--- config.mk ---
export PLATFORM = sky130hd
export DESIGN_NAME = f1_window_reader
export DESIGN_NICKNAME = d
export VERILOG_FILES = /design/src/rtl/f1_window_reader_pkg.sv /design/src/rtl/f1_window_reader_skid_fifo.sv /design/src/rtl/f1_window_reader.sv
export SDC_FILE = /design/constraint.sdc
export NUM_CORES = 1
export LEC_CHECK = 0
export ABC_AREA = 1
export CAP_MARGIN = 20
export CORE_ASPECT_RATIO = 1.5
export CORE_MARGIN = 2
export CORE_UTILIZATION = 25
export DETAILED_ROUTE_END_ITERATION = 16
export GPL_ROUTABILITY_DRIVEN = 0
export REMOVE_ABC_BUFFERS = 1
export SYNTH_ARGS = -nofsm -noshare
export SYNTH_HDL_FRONTEND = slang
export SYNTH_HIERARCHICAL = 1
export SYNTH_SLANG_ARGS = --single-unit
--- constraint.sdc ---
create_clock -name clk -period 5.35 [get_ports clk]
set_clock_uncertainty 0.2 [all_clocks]
set_input_delay 1.07 -clock clk [delete_from_list [all_inputs] [get_ports clk]]
set_output_delay 1.07 -clock clk [all_outputs]
set_load 0.02 [all_outputs]
--- src/rtl/f1_window_reader_pkg.sv ---
// Shared constants, derived sizes and FSM encoding for the conv1 feature-RAM readers.
package f1_window_reader_pkg;

    localparam int unsigned IMG_W  = 32;
    localparam int unsigned IMG_H  = 32;
    localparam int unsigned K      = 5;
    localparam int unsigned AW     = 10;
    localparam int unsigned DW     = 8;
    localparam int unsigned RD_LAT = 2;
    localparam int unsigned FIFO_D = 4;

    localparam int unsigned OUT_W = IMG_W - K + 1;
    localparam int unsigned OUT_H = IMG_H - K + 1;

    localparam int unsigned OXW = $clog2(OUT_W + 1);
    localparam int unsigned OYW = $clog2(OUT_H + 1);
    localparam int unsigned KW  = $clog2(K);
    localparam int unsigned CW  = $clog2(FIFO_D + 1);

    localparam logic [1:0] StIdle  = 2'd0;
    localparam logic [1:0] StRun   = 2'd1;
    localparam logic [1:0] StDrain = 2'd2;
    localparam logic [1:0] StDone  = 2'd3;

    function automatic logic [CW-1:0] count_ones(input logic [RD_LAT-1:0] v);
        logic [CW-1:0] n;
        n = '0;
        for (int i = 0; i < int'(RD_LAT); i++) begin
            n = n + {{(CW-1){1'b0}}, v[i]};
        end
        return n;
    endfunction

endpackage

--- src/rtl/f1_window_reader_skid_fifo.sv ---
// f1_skid_fifo: small synchronous FIFO with occupancy outputs, shared by the layer readers.
module f1_skid_fifo #(
    parameter int unsigned Width = 10,
    parameter int unsigned Depth = 4
) (
    input  logic                       clk_i,
    input  logic                       rst_ni,
    input  logic                       push_i,
    input  logic                       pop_i,
    input  logic [Width-1:0]           wdata_i,
    output logic [Width-1:0]           rdata_o,
    output logic [$clog2(Depth+1)-1:0] count_o,
    output logic                       full_o,
    output logic                       empty_o
);

    localparam int unsigned PW = (Depth > 1) ? $clog2(Depth) : 1;
    localparam int unsigned FW = $clog2(Depth + 1);

    logic [Width-1:0] mem_q [Depth];
    logic [PW-1:0]    wr_ptr_q, wr_ptr_d;
    logic [PW-1:0]    rd_ptr_q, rd_ptr_d;
    logic [FW-1:0]    count_q, count_d;
    logic             wr_en, rd_en;

    assign full_o  = (count_q == FW'(Depth));
    assign empty_o = (count_q == '0);
    assign count_o = count_q;
    assign rdata_o = mem_q[rd_ptr_q];

    // A push into a full FIFO is accepted only when the head leaves in the same cycle.
    assign wr_en = push_i && (!full_o || pop_i);
    assign rd_en = pop_i && !empty_o;

    always_comb begin
        wr_ptr_d = wr_ptr_q;
        rd_ptr_d = rd_ptr_q;
        count_d  = count_q;
        if (wr_en) begin
            wr_ptr_d = (wr_ptr_q == PW'(Depth - 1)) ? '0 : wr_ptr_q + 1'b1;
        end
        if (rd_en) begin
            rd_ptr_d = (rd_ptr_q == PW'(Depth - 1)) ? '0 : rd_ptr_q + 1'b1;
        end
        case ({wr_en, rd_en})
            2'b10:   count_d = count_q + 1'b1;
            2'b01:   count_d = count_q - 1'b1;
            default: count_d = count_q;
        endcase
    end

    always_ff @(posedge clk_i or negedge rst_ni) begin
        if (!rst_ni) begin
            wr_ptr_q <= '0;
            rd_ptr_q <= '0;
            count_q  <= '0;
        end else begin
            wr_ptr_q <= wr_ptr_d;
            rd_ptr_q <= rd_ptr_d;
            count_q  <= count_d;
        end
    end

    always_ff @(posedge clk_i) begin
        if (wr_en) begin
            mem_q[wr_ptr_q] <= wdata_i;
        end
    end

endmodule

--- src/rtl/f1_window_reader.sv ---
// Sliding-window read engine for the conv1 feature RAM: issues 5x5/stride-1 window addresses
// under FIFO credit, absorbs the RAM read latency and streams tagged pixels to the MAC datapath.
module f1_window_reader
    import f1_window_reader_pkg::*;
(
    input  logic          clk,
    input  logic          rst_n,
    input  logic          start,
    output logic [AW-1:0] f1_raddr,
    input  logic [DW-1:0] f1_rdata,
    output logic [DW-1:0] pix_data,
    output logic          pix_valid,
    input  logic          pix_ready,
    output logic          pix_first,
    output logic          pix_last,
    output logic          busy,
    output logic          frame_done
);

    logic [1:0]        state_q, state_d;
    logic [KW-1:0]     kx_q, kx_d, ky_q, ky_d;
    logic [OXW-1:0]    ox_q, ox_d;
    logic [OYW-1:0]    oy_q, oy_d;
    logic [AW-1:0]     addr_q, addr_d;
    logic [AW-1:0]     row_q, row_d;
    logic [AW-1:0]     win_q, win_d;
    logic [AW-1:0]     raddr_q, raddr_d;
    logic [RD_LAT-1:0] vpipe_q, vpipe_d;
    logic [RD_LAT-1:0] fpipe_q, fpipe_d;
    logic [RD_LAT-1:0] lpipe_q, lpipe_d;

    logic [DW+1:0]     fifo_rdata;
    logic [CW-1:0]     fifo_count;
    logic              fifo_full, fifo_empty;
    logic              pop, push, issue, at_end, drained;
    logic [CW-1:0]     inflight;
    logic [CW:0]       occ;

    assign pop      = pix_valid && pix_ready;
    assign push     = vpipe_q[RD_LAT-1];
    assign inflight = count_ones(vpipe_q);

    // Occupancy counts reads still in the RAM pipe, so the FIFO can absorb every one of them.
    assign occ   = {1'b0, fifo_count} + {1'b0, inflight} - {{CW{1'b0}}, pop};
    assign issue = (state_q == StRun) && (occ < (CW+1)'(FIFO_D)) && !(fifo_full && !pop);

    assign at_end = (oy_q == OYW'(OUT_H - 1)) && (ox_q == OXW'(OUT_W - 1)) &&
                    (ky_q == KW'(K - 1)) && (kx_q == KW'(K - 1));

    assign drained = (vpipe_q == '0) &&
                     (fifo_empty || ((fifo_count == CW'(1)) && pop));

    assign f1_raddr = issue ? addr_q : raddr_q;
    assign raddr_d  = f1_raddr;

    always_comb begin
        kx_d   = kx_q;
        ky_d   = ky_q;
        ox_d   = ox_q;
        oy_d   = oy_q;
        addr_d = addr_q;
        row_d  = row_q;
        win_d  = win_q;
        if ((state_q == StIdle) && start) begin
            kx_d   = '0;
            ky_d   = '0;
            ox_d   = '0;
            oy_d   = '0;
            addr_d = '0;
            row_d  = '0;
            win_d  = '0;
        end else if (issue) begin
            if (kx_q != KW'(K - 1)) begin
                kx_d   = kx_q + 1'b1;
                addr_d = addr_q + 1'b1;
            end else begin
                kx_d = '0;
                if (ky_q != KW'(K - 1)) begin
                    ky_d   = ky_q + 1'b1;
                    row_d  = row_q + AW'(IMG_W);
                    addr_d = row_q + AW'(IMG_W);
                end else begin
                    ky_d = '0;
                    if (ox_q != OXW'(OUT_W - 1)) begin
                        ox_d  = ox_q + 1'b1;
                        win_d = win_q + 1'b1;
                    end else begin
                        // End of an output row: jump from (oy, OUT_W-1) to (oy+1, 0).
                        ox_d  = '0;
                        oy_d  = oy_q + 1'b1;
                        win_d = win_q + AW'(K);
                    end
                    row_d  = win_d;
                    addr_d = win_d;
                end
            end
        end
    end

    always_comb begin
        vpipe_d = {vpipe_q[RD_LAT-2:0], issue};
        fpipe_d = {fpipe_q[RD_LAT-2:0], (kx_q == '0) && (ky_q == '0)};
        lpipe_d = {lpipe_q[RD_LAT-2:0], (kx_q == KW'(K - 1)) && (ky_q == KW'(K - 1))};
    end

    always_comb begin
        state_d = state_q;
        case (state_q)
            StIdle:  if (start) state_d = StRun;
            StRun:   if (issue && at_end) state_d = StDrain;
            StDrain: if (drained) state_d = StDone;
            StDone:  state_d = StIdle;
            default: state_d = StIdle;
        endcase
    end

    always_ff @(posedge clk or negedge rst_n) begin
        if (!rst_n) begin
            state_q <= StIdle;
            kx_q    <= '0;
            ky_q    <= '0;
            ox_q    <= '0;
            oy_q    <= '0;
            addr_q  <= '0;
            row_q   <= '0;
            win_q   <= '0;
            raddr_q <= '0;
            vpipe_q <= '0;
            fpipe_q <= '0;
            lpipe_q <= '0;
        end else begin
            state_q <= state_d;
            kx_q    <= kx_d;
            ky_q    <= ky_d;
            ox_q    <= ox_d;
            oy_q    <= oy_d;
            addr_q  <= addr_d;
            row_q   <= row_d;
            win_q   <= win_d;
            raddr_q <= raddr_d;
            vpipe_q <= vpipe_d;
            fpipe_q <= fpipe_d;
            lpipe_q <= lpipe_d;
        end
    end

    f1_skid_fifo #(
        .Width(DW + 2),
        .Depth(FIFO_D)
    ) u_fifo (
        .clk_i  (clk),
        .rst_ni (rst_n),
        .push_i (push),
        .pop_i  (pop),
        .wdata_i({fpipe_q[RD_LAT-1], lpipe_q[RD_LAT-1], f1_rdata}),
        .rdata_o(fifo_rdata),
        .count_o(fifo_count),
        .full_o (fifo_full),
        .empty_o(fifo_empty)
    );

    assign pix_valid  = !fifo_empty;
    assign pix_data   = pix_valid ? fifo_rdata[DW-1:0] : '0;
    assign pix_first  = pix_valid && fifo_rdata[DW+1];
    assign pix_last   = pix_valid && fifo_rdata[DW];
    assign busy       = (state_q == StRun) || (state_q == StDrain);
    assign frame_done = (state_q == StDone);

endmodule

==> impl_metrics.tcl <==
set metrics [dict create \
    die_h_um 195 \
    p_seq_frac 0.356 \
    synth-simple-area-share 0.253 \
    h-tree-depth 3 \
    syn2layout_area_growth_pct 14.9 \
    worstSetupStartpoint "pix_ready" \
    p_clk_frac 0.217 \
    clock.fmax_ghz 0.195 \
    synth_warnings 6 \
    avgSynthCellArea_um2 8.80 \
    ys_top_cells_by_count "nand2_1, inv_1, dfrtp_1, nand3_1" \
    layout-drive-gt1-share 0.0942 \
    wl_um 12900 \
    syn_inst 688 \
    synth.area.mux_share 0 \
    nFillCells 2466 \
    synth-async-reset-ratio 0.640 \
    nNetsFinal 755 \
    fin_cells 1041 \
    pwr-share-comb 0.427 \
    grt_pass1_wl_um 20700 \
    synth_edf_count 40 \
    setup_viol 0 \
    worst_path_largest_cell_delay_ps 660 \
    ys_types 45 \
    overflow 0 \
    synth_top_family_by_area "simple AND/OR/NAND/NOR gates" \
    switching_share 0.411 \
    synth_compound_area_frac 0.0936 \
    hp-class "flop to flop" \
    fin_crit_ps 5120 \
    rsz0062_at_grt "true" \
    netlist.area_leader.share 0.293 \
    viasPerCell 4.24 \
    path_class "primary input to output port" \
    post-route-drc-count 0 \
    crit_fanout 21 \
    ant_nets 0 \
    r2r-start "u_fifo/count_o[0]" \
    timing.final.crit_share 0.957 \
    coreArea_mm2 0.0237 \
    worstPathArrival_ps 3850 \
    wl_per_cell_um 12.4 \
    status "complete, no violations" \
    root_buffer "clkbuf_16" \
    slew_headroom 0.297 \
    worst_slack_ps 228 \
    yosys.area.top_type "dfrtp_1" \
    grt_max_degree 72 \
    utilization 0.293 \
    hold_violations 0 \
    io_pins 35 \
    power_switching_uw 1360 \
    internal_power_uw 1940 \
    synth_fa_ha_area_frac 0.0549 \
    cp-start-kind "primary input" \
    synthesis.area_mm2 0.00606 \
    critPathSlowestCell "clkdlybuf4s50_1" \
    ys_seq_elements 111 \
    whs_ps 161 \
    worst_path_most_repeated_cell "nand2_1" \
    row_count 69 \
    cts_setup_buffers 0 \
    clock-sinks 111 \
    initial_core_util 0.255 \
    cts_tree "built" \
    worst_pin_slew_ps 1050 \
    place_hpwl_um 9110 \
    yosys-top-cells-area "dfrtp_1, edfxtp_1, nand2_1" \
    setup.worst_path.end_class "output port" \
    vias 4414 \
    cts.clk_slew.worst_paths_ps 80 \
    die_area_mm2 0.0255 \
    grt_util_all_layers 0.104 \
    ys_seq_area_frac 0.492 \
    synth_ff_type "dfrtp_1" \
    insertion_delay_ps 360 \
    leakage_uw 0.00318 \
    required_ps 4080 \
    synth_most_common_cell "nand2_1" \
    diodes 0 \
    hold_start "fpipe_q[0]" \
    antenna_found_initial 0 \
    synth-xor-area-share 0.0145 \
    p_per_area_mw_per_mm2 474 \
    placedCellCount 1025 \
    port_buffers 34 \
    numCtsBuffers 9 \
    pre_cts_ws_ps 183 \
    path_cells "clkdlybuf4s50_1 -> inv_1 -> nor2_1 -> ha_1 -> inv_1 -> ha_1 -> nand2_1 -> nand2_1 -> nand2_1 -> nand3_1 -> nand2_2 -> nand3_4 -> o21ai_0 -> clkdlybuf4s50_1" \
    die_x_um 131 \
    first_global_vias 4181 \
    dr.first_iter.drc_count 288 \
    cap_violations 0 \
    first_pass_iters 4 \
    clock_path_buffers 2 \
    tns_ps 0 \
    maxSlewViolCount 0 \
    peakVddDrop_mv 0.203 \
]
[power groups by stage]
stage | sequential [µW] | clock, µW | combinational [µW]
6_report | 1180 | 716 | 1410
2_1_floorplan | 1170 | 0 | 944
4_1_cts | 1180 | 735 | 1440
5_1_grt | 1200 | 764 | 1600
3_5_place_dp | 1190 | 0 | 1430
3_3_place_gp | 1190 | 0 | 1420
[state kept, by name, indices dropped and copies added (netlist names), 3 cells and up]
| register | cells |
|---|---|
| u_fifo/mem_q | 40 |
| u_fifo/count_o | 3 |
| kx_q | 3 |
| row_q | 10 |
| oy_q | 5 |
| win_q | 10 |
| raddr_q | 10 |
| addr_q | 10 |
| ky_q | 3 |
| ox_q | 5 |
[cells in the final DEF, fill, tap and decap left out, drive strengths merged]
cell type      instances
bufinv                 1
nand4                 12
clkinvlp               2
nor2                  44
fa                     1
o211ai                12
o22a                   1
clkinv                 1
xnor2                  2
a21oi                 18
o21bai                 1
clkdlybuf4s50         31
buf                    4
edfxtp                40
a22oi                  2
o21ai                 56
ha                    25
inv                  103
nand3b                 2
dlymetal6s2s           2
nand2                203
nand3                 55
xor2                   8
dfrtp                 71
or2                    9
nor3                   5
clkbuf                10
a21boi                 1
[worst max-delay path: cells and delay by family]
family	cells	cell delay, ps
AO/OA/AOI/OAI	1	330
adder cells (fa/ha/maj)	2	460
buffers and inverters	4	1250
AND/OR/NAND/NOR	7	730
[routing by layer]
layer / GRT usage / vias up / part of all wire
met2: 0.188 / 58 / 0.54
met1: 0.120 / 2068 / 0.41
met3: 0.0171 / 10 / 0.034
met5: 0 / - / 0
met4: 0.0374 / 0 / 0.013
li1: - / 2278 / -
[area by class of cell]
cell class | instances | area [µm²] | area share
clock buffers | 10 | 239 | 0.0343
clock inverters | 6 | 76.3 | 0.0110
inverters | 101 | 387 | 0.0555
multi-input cells | 457 | 2520 | 0.362
flip-flops and latches | 111 | 2980 | 0.428
well taps | 319 | 399 | 0.0573
repair buffers | 37 | 365 | 0.0525
[logic make-up after synthesis]
logic type | count (synthesis)
flops | 111
compound gates | 91
fa+ha+maj | 26
xor+xnor | 10
buf+inv | 120
simple gates | 330
[timing repair]
action | CTS | global route
endpoints found under the setup margin | 0 | 8
endpoints found under the hold margin | 0 | 0
resized for setup | 0 | 3
hold buffers | 0 | 0
[worst paths after layout]
kind | endpoint | slack [ps] | cells past startpoint
min in group asynchronous | raddr_q[2] | 640 | 1
max | f1_raddr[6] | 230 | 14
min reg2reg | fpipe_q[1] | 160 | 0
max in group asynchronous | addr_q[4] | 3680 | 1
min | fpipe_q[1] | 160 | 0
max reg2reg | row_q[7] | 1850 | 19
[metrics by stage]
stage	total power [µW]	cell area, µm²
2_1_floorplan	2110	5880
6_report	3300	6960
3_5_place_dp	2620	6640
3_3_place_gp	2610	6640
4_1_cts	3350	6960
5_1_grt	3560	6960
Note: power is estimated with default switching activity, not from simulation.
==> edit (same flow settings) <==
Set the package constant `IMG_H` to 64 (it was 32).
--- a/src/rtl/f1_window_reader_pkg.sv
+++ b/src/rtl/f1_window_reader_pkg.sv
@@ -4,3 +4,3 @@
     localparam int unsigned IMG_W  = 32;
-    localparam int unsigned IMG_H  = 32;
+    localparam int unsigned IMG_H  = 64;
     localparam int unsigned K      = 5;
Behaviour: no difference found for any inputs over 10 cycles, from zero or initial values and one cycle with rst_n low; that may be too few to reach the edited logic, so the function may still have changed.
==> edit against the original RTL <==
Setup slack better by 0.025 ns. Via count is 1.0% higher. Total power down 0.29%. Critical path depth is 2 higher. Sequential cell count up 1. Hold slack got worse by 0.0073 ns. Synthesized area shrank 0.78%. Register-to-register slack better by 0.14 ns. Routed wire length is 0.30% higher. Final area is 0.59% lower. Highest routed layer unchanged.
==> edit: results (changes against the original RTL) <==
\begin{tabular}{lr}
\hline
Metric & Value \\
\hline
\multicolumn{2}{l}{\textbf{Run status}} \\
Status & completed \\
\multicolumn{2}{l}{\textbf{Yosys}} \\
Largest cells by area after synthesis & dfrtp\_1, edfxtp\_1, nand2\_1 \\
Share of flip-flops with an asynchronous set or reset after synthesis & 0.6429 (+0.003218) \\
Number of distinct library cells after synthesis & 37 (-18\%) \\
Synthesized area per cell & 8.659 um\^{}2 (-1.6\%) \\
Part of the Yosys area used for sequential elements & 0.4997 (+0.008054) \\
Ranking of synthesized cells by instance count & nand2\_1, inv\_1, dfrtp\_1, nand3\_1, nor2\_1 \\
\multicolumn{2}{l}{\textbf{Layout}} \\
Number of cells in the finished layout apart from fillers & 1050 (+0.86\%) \\
Antenna cell count & 0 (unchanged) \\
Share of final-layout standard cells stronger than drive strength 1 & 0.09713 (+0.002944) \\
Post-layout net count & 764 (+1.2\%) \\
\multicolumn{2}{l}{\textbf{GRT}} \\
Pin count of the biggest net entering global routing & 62 (-14\%) \\
Global-route track usage on met3 & 0.01959 (+0.002526) \\
GR met2 Demand/Resource & 0.1950 (+0.006576) \\
Number of antenna violations at the first check in global routing & 0 (unchanged) \\
Fraction of met1 tracks used by global routing & 0.1226 (+0.002817) \\
Global-route wire length before repair & 21560 um (+4.1\%) \\
Number of global-route vias before repair & 4370 (+4.5\%) \\
Total global-route track usage & 0.1067 (+0.003050) \\
\multicolumn{2}{l}{\textbf{Power}} \\
Leak & 0.003195 uW (+0.40\%) \\
Internal Dissipation & 1920 uW (-1.2\%) \\
Peak ir drop on the vdd network & 0.0001973 V (-2.7\%) \\
\multicolumn{2}{l}{\textbf{Place}} \\
Detailed placement HPWL & 9313 um (+2.2\%) \\
Number of cells in the design after placement & 1034 (+0.88\%) \\
Cell area after placement & 6636 um\^{}2 (about the same) \\
\multicolumn{2}{l}{\textbf{Worst setup path}} \\
Worst reg2reg path depth & 20 (+1) \\
Critical path arrival & 3.83 ns (-0.02 ns) \\
Worst setup slack for register-to-register paths & 1.99 ns (+0.14 ns) \\
Capture instance of the worst register-to-register path & win\_q[8] \\
Largest fanout on the critical path & 13 (-38\%) \\
Maximum single-stage delay on the critical path & 0.62 ns (-0.04 ns) \\
Cell with the largest stage delay on the worst path & clkdlybuf4s50\_1 \\
\multicolumn{2}{l}{\textbf{Route}} \\
1st-iter DRT viols & 293 (+1.7\%) \\
Total number of vias & 4459 (+1.0\%) \\
DRT Wirelength & 12910 um (+0.30\%) \\
\multicolumn{2}{l}{\textbf{Hold path}} \\
Terminating pin of the worst hold path & lpipe\_q[1] \\
Worst Hold Launch & lpipe\_q[0] \\
\multicolumn{2}{l}{\textbf{Timing}} \\
Pin slew with the least headroom to its limit & 1.025 ns (-0.02667 ns) \\
\hline
\end{tabular}
[edit: changes by cell type in the layout (fill, tap and decap cells not counted), sizes merged, moves of 3 or more]
cell	change
nor2	+3
inv	-6
nand3	-10
nand3b	+3
xnor2	+4
nand2	+20
buf	+4
o21ai	-3
[edit: power groups by stage]
stage | logic [uW] | registers (uW) | clock network [uW]
final | 1440 | 1190 | 656
after global routing | 1640 | 1220 | 714
after CTS | 1460 | 1200 | 676
after detailed placement | 1460 | 1210 | 0
after global placement | 1440 | 1210 | 0
after floorplan | 949 | 1200 | 0
[edit: repair_timing]
| action | 4_1_cts | 5_1_grt |
|---|---|---|
| resized for setup | 0 | 1 |
| setup endpoints to repair | 0 | 2 |
| hold endpoints to repair | 0 | 0 |
[edit: worst max-delay path by stage]
stage	startpoint	cells after the start	to	slack, ns
global placement	pix_ready	16	f1_raddr[9]	0.15
CTS	pix_ready	16	f1_raddr[9]	0.09
floorplan	pix_ready	12	f1_raddr[3]	1.18
global route	pix_ready	16	f1_raddr[9]	0.06
detailed placement	pix_ready	16	f1_raddr[9]	0.1
finish	pix_ready	16	f1_raddr[9]	0.25
[edit: kinds of logic (layout without fill, tap and decap cells)]
group | after synthesis | in the layout | synth area share
buffers and inverters | 113 | 150 | 0.08515
XOR/XNOR | 12 | 12 | 0.01749
AO/OA/AOI/OAI | 81 | 81 | 0.08557
AND/OR/NAND/NOR | 350 | 350 | 0.2567
adder cells (fa/ha/maj) | 26 | 26 | 0.05538
flip-flops | 112 | 112 | 0.4997
[edit: layout make-up]
cell class	instances	area [um^2]
fillers	2519	16730
flip-flops and latches	112	3003
multi-input cells	469	2495
well taps	319	399.1
repair buffers	41	390.4
inverters	93	352.8
clock buffers	10	229.0
clock inverters	6	51.30
[edit: through the flow]
stage,hold slack [ns],worst slack [ns]
global route,0.1690,0.05815
detailed placement,0.1403,0.09630
global placement,0.1357,0.1509
finish,0.1541,0.2523
CTS,0.1515,0.09433
floorplan,0.1312,1.181
[edit: layer usage]
metal | vias to the layer above | part of all wire
li1 | 2293 | -
met1 | 2095 | 0.42
met2 | 58 | 0.54
met3 | 13 | 0.027
met4 | 0 | 0.018
met5 | - | 0
[edit: worst register-to-register path: stages, from the launching register on]
cell,delay [ns]
dfrtp_1,0.46
nor2_2,0.16
nand2_1,0.11
inv_1,0.10
inv_2,0.05
nand2_2,0.10
inv_1,0.07
ha_1,0.26
inv_1,0.04
ha_1,0.26
nand2_1,0.06
nand2_1,0.04
nand2_1,0.06
nand3_1,0.06
nand2_1,0.14
nand3_4,0.20
buf_4,0.24
nand2_8,0.14
nand2_4,0.25
nand2_1,0.18
o21ai_2,0.06
